## src/rtl/cajero_pkg.sv

```systemverilog
// Shared constants and types for the teller-machine input path.
package cajero_pkg;

  localparam int unsigned N_BTN = 4;
  localparam int unsigned N_CAS = 4;
  localparam int unsigned SW_W  = 12;

  localparam int unsigned BTN_OK  = 0;
  localparam int unsigned BTN_ADD = 1;
  localparam int unsigned BTN_SUB = 2;
  localparam int unsigned BTN_RST = 3;

  // 10 ms / 20 ms at 100 MHz
  localparam int unsigned DEBOUNCE_CYCLES_DEF  = 1_000_000;
  localparam int unsigned SW_SETTLE_CYCLES_DEF = 2_000_000;

  typedef logic [SW_W-1:0] sw_word_t;

endpackage

```

## src/rtl/debounce_ch.sv

```systemverilog
// One debounce channel: 2-flop synchroniser, stability counter, level and edge pulses.
module debounce_ch
  import cajero_pkg::*;
#(
  parameter int unsigned DEBOUNCE_CYCLES = DEBOUNCE_CYCLES_DEF
) (
  input  logic clk,
  input  logic rst_n,
  input  logic raw,
  output logic lvl,
  output logic rise,
  output logic fall
);

  localparam int unsigned CNT_W = $clog2(DEBOUNCE_CYCLES);
  localparam logic [CNT_W-1:0] CNT_LAST = CNT_W'(DEBOUNCE_CYCLES - 1);

  logic             sync1_q, sync_q;
  logic [CNT_W-1:0] cnt_q, cnt_d;
  logic             lvl_q, lvl_d;
  logic             rise_q, rise_d;
  logic             fall_q, fall_d;

  // Count cycles of disagreement; accept the new level after a full stable run
  always_comb begin
    cnt_d  = cnt_q;
    lvl_d  = lvl_q;
    rise_d = 1'b0;
    fall_d = 1'b0;
    if (sync_q == lvl_q) begin
      cnt_d = '0;
    end else if (cnt_q == CNT_LAST) begin
      cnt_d  = '0;
      lvl_d  = sync_q;
      rise_d = sync_q;
      fall_d = ~sync_q;
    end else begin
      cnt_d = cnt_q + CNT_W'(1);
    end
  end

  always_ff @(posedge clk or negedge rst_n) begin
    if (!rst_n) begin
      sync1_q <= 1'b0;
      sync_q  <= 1'b0;
      cnt_q   <= '0;
      lvl_q   <= 1'b0;
      rise_q  <= 1'b0;
      fall_q  <= 1'b0;
    end else begin
      sync1_q <= raw;
      sync_q  <= sync1_q;
      cnt_q   <= cnt_d;
      lvl_q   <= lvl_d;
      rise_q  <= rise_d;
      fall_q  <= fall_d;
    end
  end

  assign lvl  = lvl_q;
  assign rise = rise_q;
  assign fall = fall_q;

endmodule

```

## src/rtl/cajero_input_cond.sv

```systemverilog
// Input conditioning for the teller controller: debounced buttons and slot sensors,
// plus settle-filtered amount switches with change notification.
module cajero_input_cond
  import cajero_pkg::*;
#(
  parameter int unsigned DEBOUNCE_CYCLES  = DEBOUNCE_CYCLES_DEF,
  parameter int unsigned SW_SETTLE_CYCLES = SW_SETTLE_CYCLES_DEF
) (
  input  logic            clk,
  input  logic            rst_n,
  input  logic [3:0]      button_raw,
  input  logic [3:0]      casillas_raw,
  input  logic [11:0]     in_switch_raw,
  output logic [3:0]      button_lvl,
  output logic [3:0]      button_press,
  output logic [3:0]      casillas_lvl,
  output logic [3:0]      casillas_chg,
  output logic [11:0]     sw_value,
  output logic            sw_stable,
  output logic            sw_update
);

  localparam int unsigned SCNT_W = $clog2(SW_SETTLE_CYCLES);
  localparam logic [SCNT_W-1:0] SCNT_LAST = SCNT_W'(SW_SETTLE_CYCLES - 1);
  localparam logic [SCNT_W-1:0] SCNT_ACC  = SCNT_W'(SW_SETTLE_CYCLES - 2);

  logic [N_BTN-1:0] btn_fall;
  logic [N_CAS-1:0] cas_rise;
  logic [N_CAS-1:0] cas_fall;
  logic             unused_btn_fall;

  for (genvar i = 0; i < int'(N_BTN); i++) begin : g_btn
    debounce_ch #(
      .DEBOUNCE_CYCLES(DEBOUNCE_CYCLES)
    ) u_deb (
      .clk  (clk),
      .rst_n(rst_n),
      .raw  (button_raw[i]),
      .lvl  (button_lvl[i]),
      .rise (button_press[i]),
      .fall (btn_fall[i])
    );
  end

  for (genvar i = 0; i < int'(N_CAS); i++) begin : g_cas
    debounce_ch #(
      .DEBOUNCE_CYCLES(DEBOUNCE_CYCLES)
    ) u_deb (
      .clk  (clk),
      .rst_n(rst_n),
      .raw  (casillas_raw[i]),
      .lvl  (casillas_lvl[i]),
      .rise (cas_rise[i]),
      .fall (cas_fall[i])
    );
  end

  // Slot sensors report both edges; button releases are not of interest to the controller
  assign casillas_chg    = cas_rise | cas_fall;
  assign unused_btn_fall = ^btn_fall;

  sw_word_t          sw_sync1_q, sw_sync_q;
  sw_word_t          cand_q, cand_d;
  sw_word_t          sw_value_q, sw_value_d;
  logic [SCNT_W-1:0] scnt_q, scnt_d;
  logic              sw_stable_q, sw_stable_d;
  logic              sw_update_q, sw_update_d;

  // Restart the settle window on any bus movement; accept once the window fills
  always_comb begin
    cand_d      = cand_q;
    scnt_d      = scnt_q;
    sw_value_d  = sw_value_q;
    sw_stable_d = sw_stable_q;
    sw_update_d = 1'b0;
    if (sw_sync_q != cand_q) begin
      cand_d      = sw_sync_q;
      scnt_d      = '0;
      sw_stable_d = 1'b0;
    end else if (scnt_q != SCNT_LAST) begin
      scnt_d = scnt_q + SCNT_W'(1);
      if (scnt_q == SCNT_ACC) begin
        sw_value_d  = cand_q;
        sw_stable_d = 1'b1;
        sw_update_d = (cand_q != sw_value_q);
      end
    end
  end

  always_ff @(posedge clk or negedge rst_n) begin
    if (!rst_n) begin
      sw_sync1_q  <= '0;
      sw_sync_q   <= '0;
      cand_q      <= '0;
      scnt_q      <= '0;
      sw_value_q  <= '0;
      sw_stable_q <= 1'b0;
      sw_update_q <= 1'b0;
    end else begin
      sw_sync1_q  <= in_switch_raw;
      sw_sync_q   <= sw_sync1_q;
      cand_q      <= cand_d;
      scnt_q      <= scnt_d;
      sw_value_q  <= sw_value_d;
      sw_stable_q <= sw_stable_d;
      sw_update_q <= sw_update_d;
    end
  end

  assign sw_value  = sw_value_q;
  assign sw_stable = sw_stable_q;
  assign sw_update = sw_update_q;

endmodule

```

## config.mk

```make
export PLATFORM = sky130hd
export DESIGN_NAME = cajero_input_cond
export DESIGN_NICKNAME = d
export VERILOG_FILES = /design/src/rtl/cajero_pkg.sv /design/src/rtl/debounce_ch.sv /design/src/rtl/cajero_input_cond.sv
export SDC_FILE = /design/constraint.sdc
export NUM_CORES = 1
export LEC_CHECK = 0
export BUFFER_PORTS_ARGS = -buffer_cell sky130_fd_sc_hd__buf_2
export CAP_MARGIN = 20
export CORE_UTILIZATION = 60
export DETAILED_ROUTE_END_ITERATION = 8
export PLACE_DENSITY = 0.75
export SLEW_MARGIN = 30
export SYNTH_ARGS = -nofsm -noshare
export SYNTH_HDL_FRONTEND = slang
export SYNTH_HIERARCHICAL = 1
export SYNTH_SLANG_ARGS = --single-unit
```

## constraint.sdc

```tcl
create_clock -name clk -period 2.4 [get_ports clk]
set_clock_uncertainty 0.2 [all_clocks]
set_input_delay 0.48 -clock clk [delete_from_list [all_inputs] [get_ports clk]]
set_output_delay 0.48 -clock clk [all_outputs]
set_load 0.01 [all_outputs]
```

Word level (Yosys, flattened, before mapping)
Index checks and enable logic that the tools add are counted.
{"block": "classes", "addsub": 9, "n_eq_ne": 20, "n_mux": 48, "n_bitwise": 14, "reduce_logical": 12}
{"cell": "$mux 20", "count": 16}
{"cell": "$add 20x1->20 const B", "count": 8}
{"cell": "$eq 20x20->1 const B", "count": 8}
{"cell": "$mux 21", "count": 2}
{"cell": "$mux 1", "count": 30}
{"cell": "$ne 12x12->1", "count": 2}
{"cell": "$add 21x1->21 const B", "count": 1}
{"cell": "$eq 21x21->1 const B", "count": 1}
{"cell": "$ne 21x21->1 const B", "count": 1}
{"cell": "$reduce_and 2->1", "count": 9}
{"cell": "$not 1->1", "count": 13}
{"cell": "$eq 1x1->1", "count": 8}
{"cell": "$or 4x4->4", "count": 1}
{"cell": "$reduce_bool 2->1", "count": 2}
{"cell": "$reduce_and 3->1", "count": 1}
{"block": "word_totals", "register_bits": 267, "input_bits": 22, "out_inout_bits": 30, "elab_cells": 154}

Depth between registers and ports, before layout
Gate-level depths: netlist (run 1).
{"block": "logic_depth", "word_depth": 4, "mapped_depth": 7, "mapped_depth_nobuf": 6}

Hierarchy
Netlist (run 1), hierarchy kept.
{"mod": "debounce_ch", "n_inst": 8, "cells_per_inst": 116, "area_each_um2": 1173.6, "seq_area_each_um2": 625.6}
{"mod": "cajero_input_cond", "n_inst": 1, "cells_per_inst": 228, "area_each_um2": 2886.5, "seq_area_each_um2": 1776.7}

Worst setup path before layout (run 1)
No wires, ideal clock.
{"block": "synth_timing", "path_kind": "register to register", "start": "register g_btn[0].u_deb.cnt_q[0]", "end": "register g_btn[0].u_deb.cnt_q[18]", "setup_time_ns": 0.073, "t_arrival_ns": 1.907, "slack_ns": 0.220, "stages_incl_launch_ff": 7, "synth_period_minus_slack_ns": 2.180, "path_cell_list": "dfrtp_1 -> ha_1 -> nand2_1 -> or4_1 -> buf_2 -> or4_4 -> a21oi_2"}
{"block": "synth_via", "elab_chain_len": 3, "word_cells_on_any_way": 4}
{"item": "from (decl)", "line": "debounce_ch.sv:19", "text": "logic [CNT_W-1:0] cnt_q, cnt_d;"}
{"item": "from (signal assigned)", "line": "debounce_ch.sv:53", "text": "cnt_q <= cnt_d;"}
{"item": "$add 20x1->20 or $eq 20x20->1 (tied branches)", "line": "debounce_ch.sv:38, debounce_ch.sv:32"}
{"item": "$mux 20 (*)", "line": "debounce_ch.sv:32", "text": "end else if (cnt_q == CNT_LAST) begin"}
{"item": "$mux 20 (*)", "line": "debounce_ch.sv:30", "text": "if (sync_q == lvl_q) begin"}
{"item": "via g_btn[0].u_deb.cnt_d[18]", "line": "debounce_ch.sv:19"}
Mark *: on every way through the listed nets, which the timed path passes. The rest lies on a longest branch.
A chain may end at the register's enable or synchronous reset.

Worst setup path after layout (run 1)
{"block": "layout_timing", "start": "register g_cas[3].u_deb.cnt_q[13]", "end": "register g_cas[3].u_deb.lvl_q"}
{"block": "layout_via", "elab_chain_len": 2}
{"item": "from (decl)", "line": "debounce_ch.sv:19"}
{"item": "from (signal assigned)", "line": "debounce_ch.sv:53"}
{"item": "$eq 20x20->1", "line": "debounce_ch.sv:32"}
{"item": "$reduce_and 2->1 (no source line)"}
{"item": "to (signal assigned)", "line": "debounce_ch.sv:54", "text": "lvl_q <= lvl_d;"}
{"item": "to (decl)", "line": "debounce_ch.sv:20", "text": "logic lvl_q, lvl_d;"}
No other way between the ends.

==> results.tsv, run 1 <==
metric	value	unit
outcome	completed	
rrSetupSlack	0.13	ns
peakVddDrop	0.996	mV
diodes	0	
gr-usage-met2	39.4	%
gr-usage-met3	3.11	%
hpwlAfterDp	14800	um
cts_tree	done	
finalInstanceArea	14100	um^2
port_buffers	51	
wl	22000	um
drc_errors	0	
wl_per_cell	14.6	um
crit_type	register to register	
rsz0062_at_grt	false	
finalNetCount	1249	
hp-start	sw_sync1_q[4]	
rows	51	
grt_use_total	22.5	%
power.density	697	nW/um^2
critPathArrivalTime	2.49	ns
via_per_inst	5.64	
htreeDepth	1	
die_area	20800	um^2
cts_made_buffers	28	
firstDrtPassIters	4	
fp.dieH	144	um
fmax	0.440	GHz
numClockSinks	267	
finalHoldViolations	0	
r2r-start	g_cas[3].u_deb/cnt_q[13]	
grt_pass1_wl	38200	um
yosysWarnings	6	
min_path_cells	0	
netlist_area	12100	um^2
critPathMaxStageDelay	0.54	ns
min_period	2.27	ns
grt_max_degree	59	
die_width	144	um
layout.cells.most_common	dfrtp_1	
crit_path_end_kind	register	
clock_latency	0.53	ns
area_growth	15.8	%
final_layout_size_suffix_gt1_share	19.3	%
r2r-end	g_cas[3].u_deb/lvl	
syn_inst	1148	
cap_violations	0	
drv_slew	0	
busiest_layer	met2	
antenna_found_initial	0	
postCtsSetupBuffers	0	
min_period_over_period	94.7	%
grt_pass1_vias	8327	
post-place-ws	0.0572	ns
slew_headroom	67.2	%
critPathLaunchType	register	
min_to	sw_sync_q[4]	
tightest_slew	0.488	ns
core-area	19700	um^2
clk_pin_slew	0.06	ns
crit_buf_inv	0	
clockBufferDepth	3	
hp-class	register to register	
gr-total-overflow	0	
postPlaceCellArea	12800	um^2
crit_path_cell_trace	or4_1 -> nor4_1 -> nand3_1 -> mux2_2	
place.gp.congestion	0.775	
synth.net_count	1180	
ios	52	
first_iter_violations	335	
root_buffer	clkbuf_16	
ant_nets	0	
fin_ws	0.128	ns
setup-violations-final	0	
post-route-util	71.5	%
setup_tns	0	ns
power.leakage	0.00599	uW
crit_path_top_delay_cell	or4_1	
met1_usage	29.9	%
cp_top_family	simple AND/OR/NAND/NOR gates	
critPathMaxFanout	5	
reg2reg_depth	4	
critPathRequiredTime	2.62	ns
start_util	61.8	%
vias	8484	
synth.avg_cell_area	10.6	um^2
layout_common_cells	267 x dfrtp_1, 126 x nor2_1, 75 x xor2_1, 71 x nand3_1, 60 x a21oi_1	
[routing by layer]
| metal | routed length [um] | share of wire, % | up-vias |
|---|---|---|---|
| li1 | - | - | 4136 |
| met1 | 9900 | 45 | 4220 |
| met2 | 11100 | 50 | 100 |
| met3 | 661 | 3.0 | 28 |
| met4 | 350 | 1.6 | 0 |
| met5 | 0 | 0 | - |
[power by group]
| part | switching [uW] | internal, uW | total [uW] | leakage (uW) |
|---|---|---|---|---|
| Combinational | 188 | 130 | 318 | 0.00189 |
| Sequential | 77.2 | 4580 | 4660 | 0.00359 |
| Clock | 1730 | 3100 | 4820 | 0.000511 |
[worst max path at each step]
stage | slack (ns) | startpoint | to | depth (start not counted)
3_5_place_dp | 0.06 | g_btn[2].u_deb/cnt_q[0] | g_btn[2].u_deb/cnt_q[16] | 5
2_1_floorplan | 0.22 | g_btn[0].u_deb/cnt_q[0] | g_btn[0].u_deb/cnt_q[18] | 6
6_report | 0.13 | g_cas[3].u_deb/cnt_q[13] | g_cas[3].u_deb/lvl | 4
3_3_place_gp | 0.15 | g_btn[2].u_deb/cnt_q[0] | g_btn[2].u_deb/cnt_q[18] | 5
5_1_grt | 0.009 | g_btn[0].u_deb/cnt_q[0] | g_btn[0].u_deb/cnt_q[14] | 5
4_1_cts | 0.04 | g_btn[2].u_deb/cnt_q[0] | g_btn[2].u_deb/cnt_q[16] | 5
[stage by stage]
step                std cells  hold slack [ns]  power [uW]
global placement         1431            0.132        5030
finish                   1504            0.146        9800
global route             1504            0.153       10100
CTS                      1504            0.148        9920
floorplan                1148          -0.0156        4850
detailed placement       1431            0.137        5040
[state kept, by name, summed over array words and instances, names as in the netlist, 12 cells and up]
register	flops
sw_sync_q	12
scnt_q	21
g_btn.u_deb/cnt_q	80
sw_sync1_q	12
sw_value	12
g_cas.u_deb/cnt_q	80
cand_q	12
[timing repair]
action / in CTS / in global routing
endpoints found under the setup margin: 0 / 23
hold buffers: 21 / 0
gates resized for setup: 0 / 9
endpoints found under the hold margin: 68 / 0
[area by class of cell]
class                           instances  area (um^2)
Clock inverter                         17          290
Fill cell                            1471         5590
Multi-Input combinational cell        773         5040
Tap cell                              265          332
Sequential cell                       267         6680
Timing Repair Buffer                   95          761
Clock buffer                           35          758
Inverter                               52          195
Power figures use the tool's default switching activity.
==> run 2, diff against run 1 <==
--- a/config.mk
+++ b/config.mk
@@ -5,11 +5,13 @@
 export SDC_FILE = /design/constraint.sdc
 export NUM_CORES = 1
 export LEC_CHECK = 0
+export ABC_CLOCK_PERIOD_IN_PS = 2400
 export BUFFER_PORTS_ARGS = -buffer_cell sky130_fd_sc_hd__buf_2
 export CAP_MARGIN = 20
+export CORE_ASPECT_RATIO = 1.2
 export CORE_UTILIZATION = 60
 export DETAILED_ROUTE_END_ITERATION = 8
-export PLACE_DENSITY = 0.75
+export PLACE_DENSITY = 0.78
 export SLEW_MARGIN = 30
 export SYNTH_ARGS = -nofsm -noshare
 export SYNTH_HDL_FRONTEND = slang
==> run 2 against run 1 <==
  * Sequential cell count is the same
  * Register-to-register slack about the same
  * Sequential share of layout area rose by 0.17 points
  * Maximum frequency is essentially flat
  * Die area about the same
  * Non-clock buffer count grew 4
  * Clock power shrank 5.2%
  * Sequential power hardly changed
  * Global-route usage fell by 0.29 points
  * First-iteration DRC count grew 23%
  * Via count is 0.33% higher
  * Setup slack improved by 0.0013 ns
  * Highest routed layer unchanged
==> results.tsv, run 2 (same netlist as run 1, synthesis figures left out) <==
metric	value	unit
core-area	19700	um^2
internal-power	7540	uW
p_sw	2000	uW
critPathArrivalTime	2.52	ns
critPathMaxFanout	8	
critPathLaunchType	register	
tightest_slew	0.517	ns
fillers	1368	
ios	52	
numClockSinks	267	
clk_pin_slew	0.06	ns
min_period	2.27	ns
peakVddDrop	0.602	mV
min_period_over_period	94.6	%
final_layout_size_suffix_gt1_share	19.5	%
start_util	61.7	%
outcome	completed	
fp.dieH	158	um
via_per_inst	5.66	
crit_start	g_btn[0].u_deb/cnt_q[0]	
drv_slew	0	
port_buffers	51	
rsz0062_at_grt	false	
endpoint	g_btn[0].u_deb/cnt_q[16]	
die_width	132	um
fin_hold_ws	0.147	ns
area_growth	15.4	%
ant_nets	0	
grt_pass1_vias	8458	
clock_latency	0.52	ns
pwr-share-comb	3.3	%
grt_pass1_wl	38800	um
crit_type	register to register	
swShare	20.9	%
r2r-end	g_btn[0].u_deb/cnt_q[16]	
first_iter_violations	411	
diodes	0	
cts_tree	done	
reg2reg_depth	5	
drc_errors	0	
rows	56	
vias	8512	
seqPwrFrac	48.8	%
cts_made_buffers	28	
gr-total-overflow	0	
place.gp.congestion	0.816	
critPathRequiredTime	2.65	ns
crit_path_end_kind	register	
grt_max_degree	63	
share_clk_of_total_power	47.9	%
post-route-util	71.2	%
layout.cells.most_common	dfrtp_1	
finalInstanceArea	14000	um^2
hp-start	g_btn[1].u_deb/sync1_q	
finalHoldViolations	0	
grt_use_total	22.3	%
setup-violations-final	0	
clockBufferDepth	3	
power	9540	uW
wl_per_cell	14.6	um
r2r-start	g_btn[0].u_deb/cnt_q[0]	
slew_headroom	65.2	%
power.density	681	nW/um^2
fmax	0.440	GHz
hpwlAfterDp	14500	um
cap_violations	0	
hp-class	register to register	
finalNetCount	1253	
antenna_found_initial	0	
layout_common_cells	267 x dfrtp_1, 126 x nor2_1, 75 x xor2_1, 71 x nand3_1, 60 x a21oi_1	
firstDrtPassIters	5	
htreeDepth	1	
wl	22000	um
min_path_cells	0	
die_area	20800	um^2
setup_tns	0	ns
postPlaceCellArea	12800	um^2
root_buffer	clkbuf_16	
power.leakage	0.00598	uW
largest_registers	g_btn.u_deb/cnt_q: 80 flops, g_cas.u_deb/cnt_q: 80 flops, scnt_q: 21 flops	
rrSetupSlack	0.13	ns
## run 2: cell types whose count changed in the layout (fill, tap and decap cells not counted)
cell,delta
buf_12,-2
buf_4,+6
bufinv_16,-4
clkbuf_8,+5
clkinv_2,-2
clkinv_8,+1
clkinvlp_4,-1
inv_6,+1
nor4_1,+1
nor4_2,-1
## run 2: power by group through the flow
stage	Combinational (uW)	Clock (uW)	Sequential, uW
2_1_floorplan	133	0	4720
3_3_place_gp	293	0	4730
3_5_place_dp	297	0	4730
4_1_cts	328	4680	4650
5_1_grt	365	4870	4660
6_report	318	4570	4650
## run 2: routing by layer
metal,share of wire [%],up-vias,global-route usage [%],wire (um)
li1,-,4154,-,-
met1,43,4207,27.8,9450
met2,52,111,40.6,11500
met3,3.0,40,3.11,659
met4,1.8,0,6.09,391
met5,0,-,0,0
## run 2: critical path, cell delays in order, from the launching register on
cell and delay, ns:
dfrtp_1 0.42, ha_1 0.27, nand2_1 0.11, or4_4 0.57, or3_2 0.46, a21oi_1 0.16
## run 2: worst min-delay path by stage
| stage | slack (ns) | endpoint |
|---|---|---|
| 2_1_floorplan | -0.02 | cand_q[0] |
| 3_3_place_gp | 0.13 | g_btn[1].u_deb/sync_q |
| 3_5_place_dp | 0.13 | g_btn[3].u_deb/sync_q |
| 4_1_cts | 0.15 | g_btn[3].u_deb/sync_q |
| 5_1_grt | 0.16 | g_cas[3].u_deb/sync_q |
| 6_report | 0.15 | g_btn[1].u_deb/sync_q |
## run 2: timing repair
action                                 CTS  global route
hold buffers                            21             0
setup endpoints to repair                0            22
buffers inserted                         0             0
resized for setup                        0             8
endpoints found under the hold margin   77             0
## run 2: final cells by class
type,count,area [um^2],share of cell area [%]
sequential,267,6680,47.7
multi-input combinational,773,5040,36.0
clock buffer,40,827,5.90
timing repair buffer,99,766,5.47
tap,261,327,2.33
inverter,52,195,1.39
clock inverter,12,178,1.27
## run 2: metrics by stage
stage               setup slack, ns  std cells
floorplan                     0.220       1148
global placement              0.164       1431
detailed placement           0.0802       1431
CTS                          0.0304       1504
global route                0.00957       1504
finish                        0.129       1504
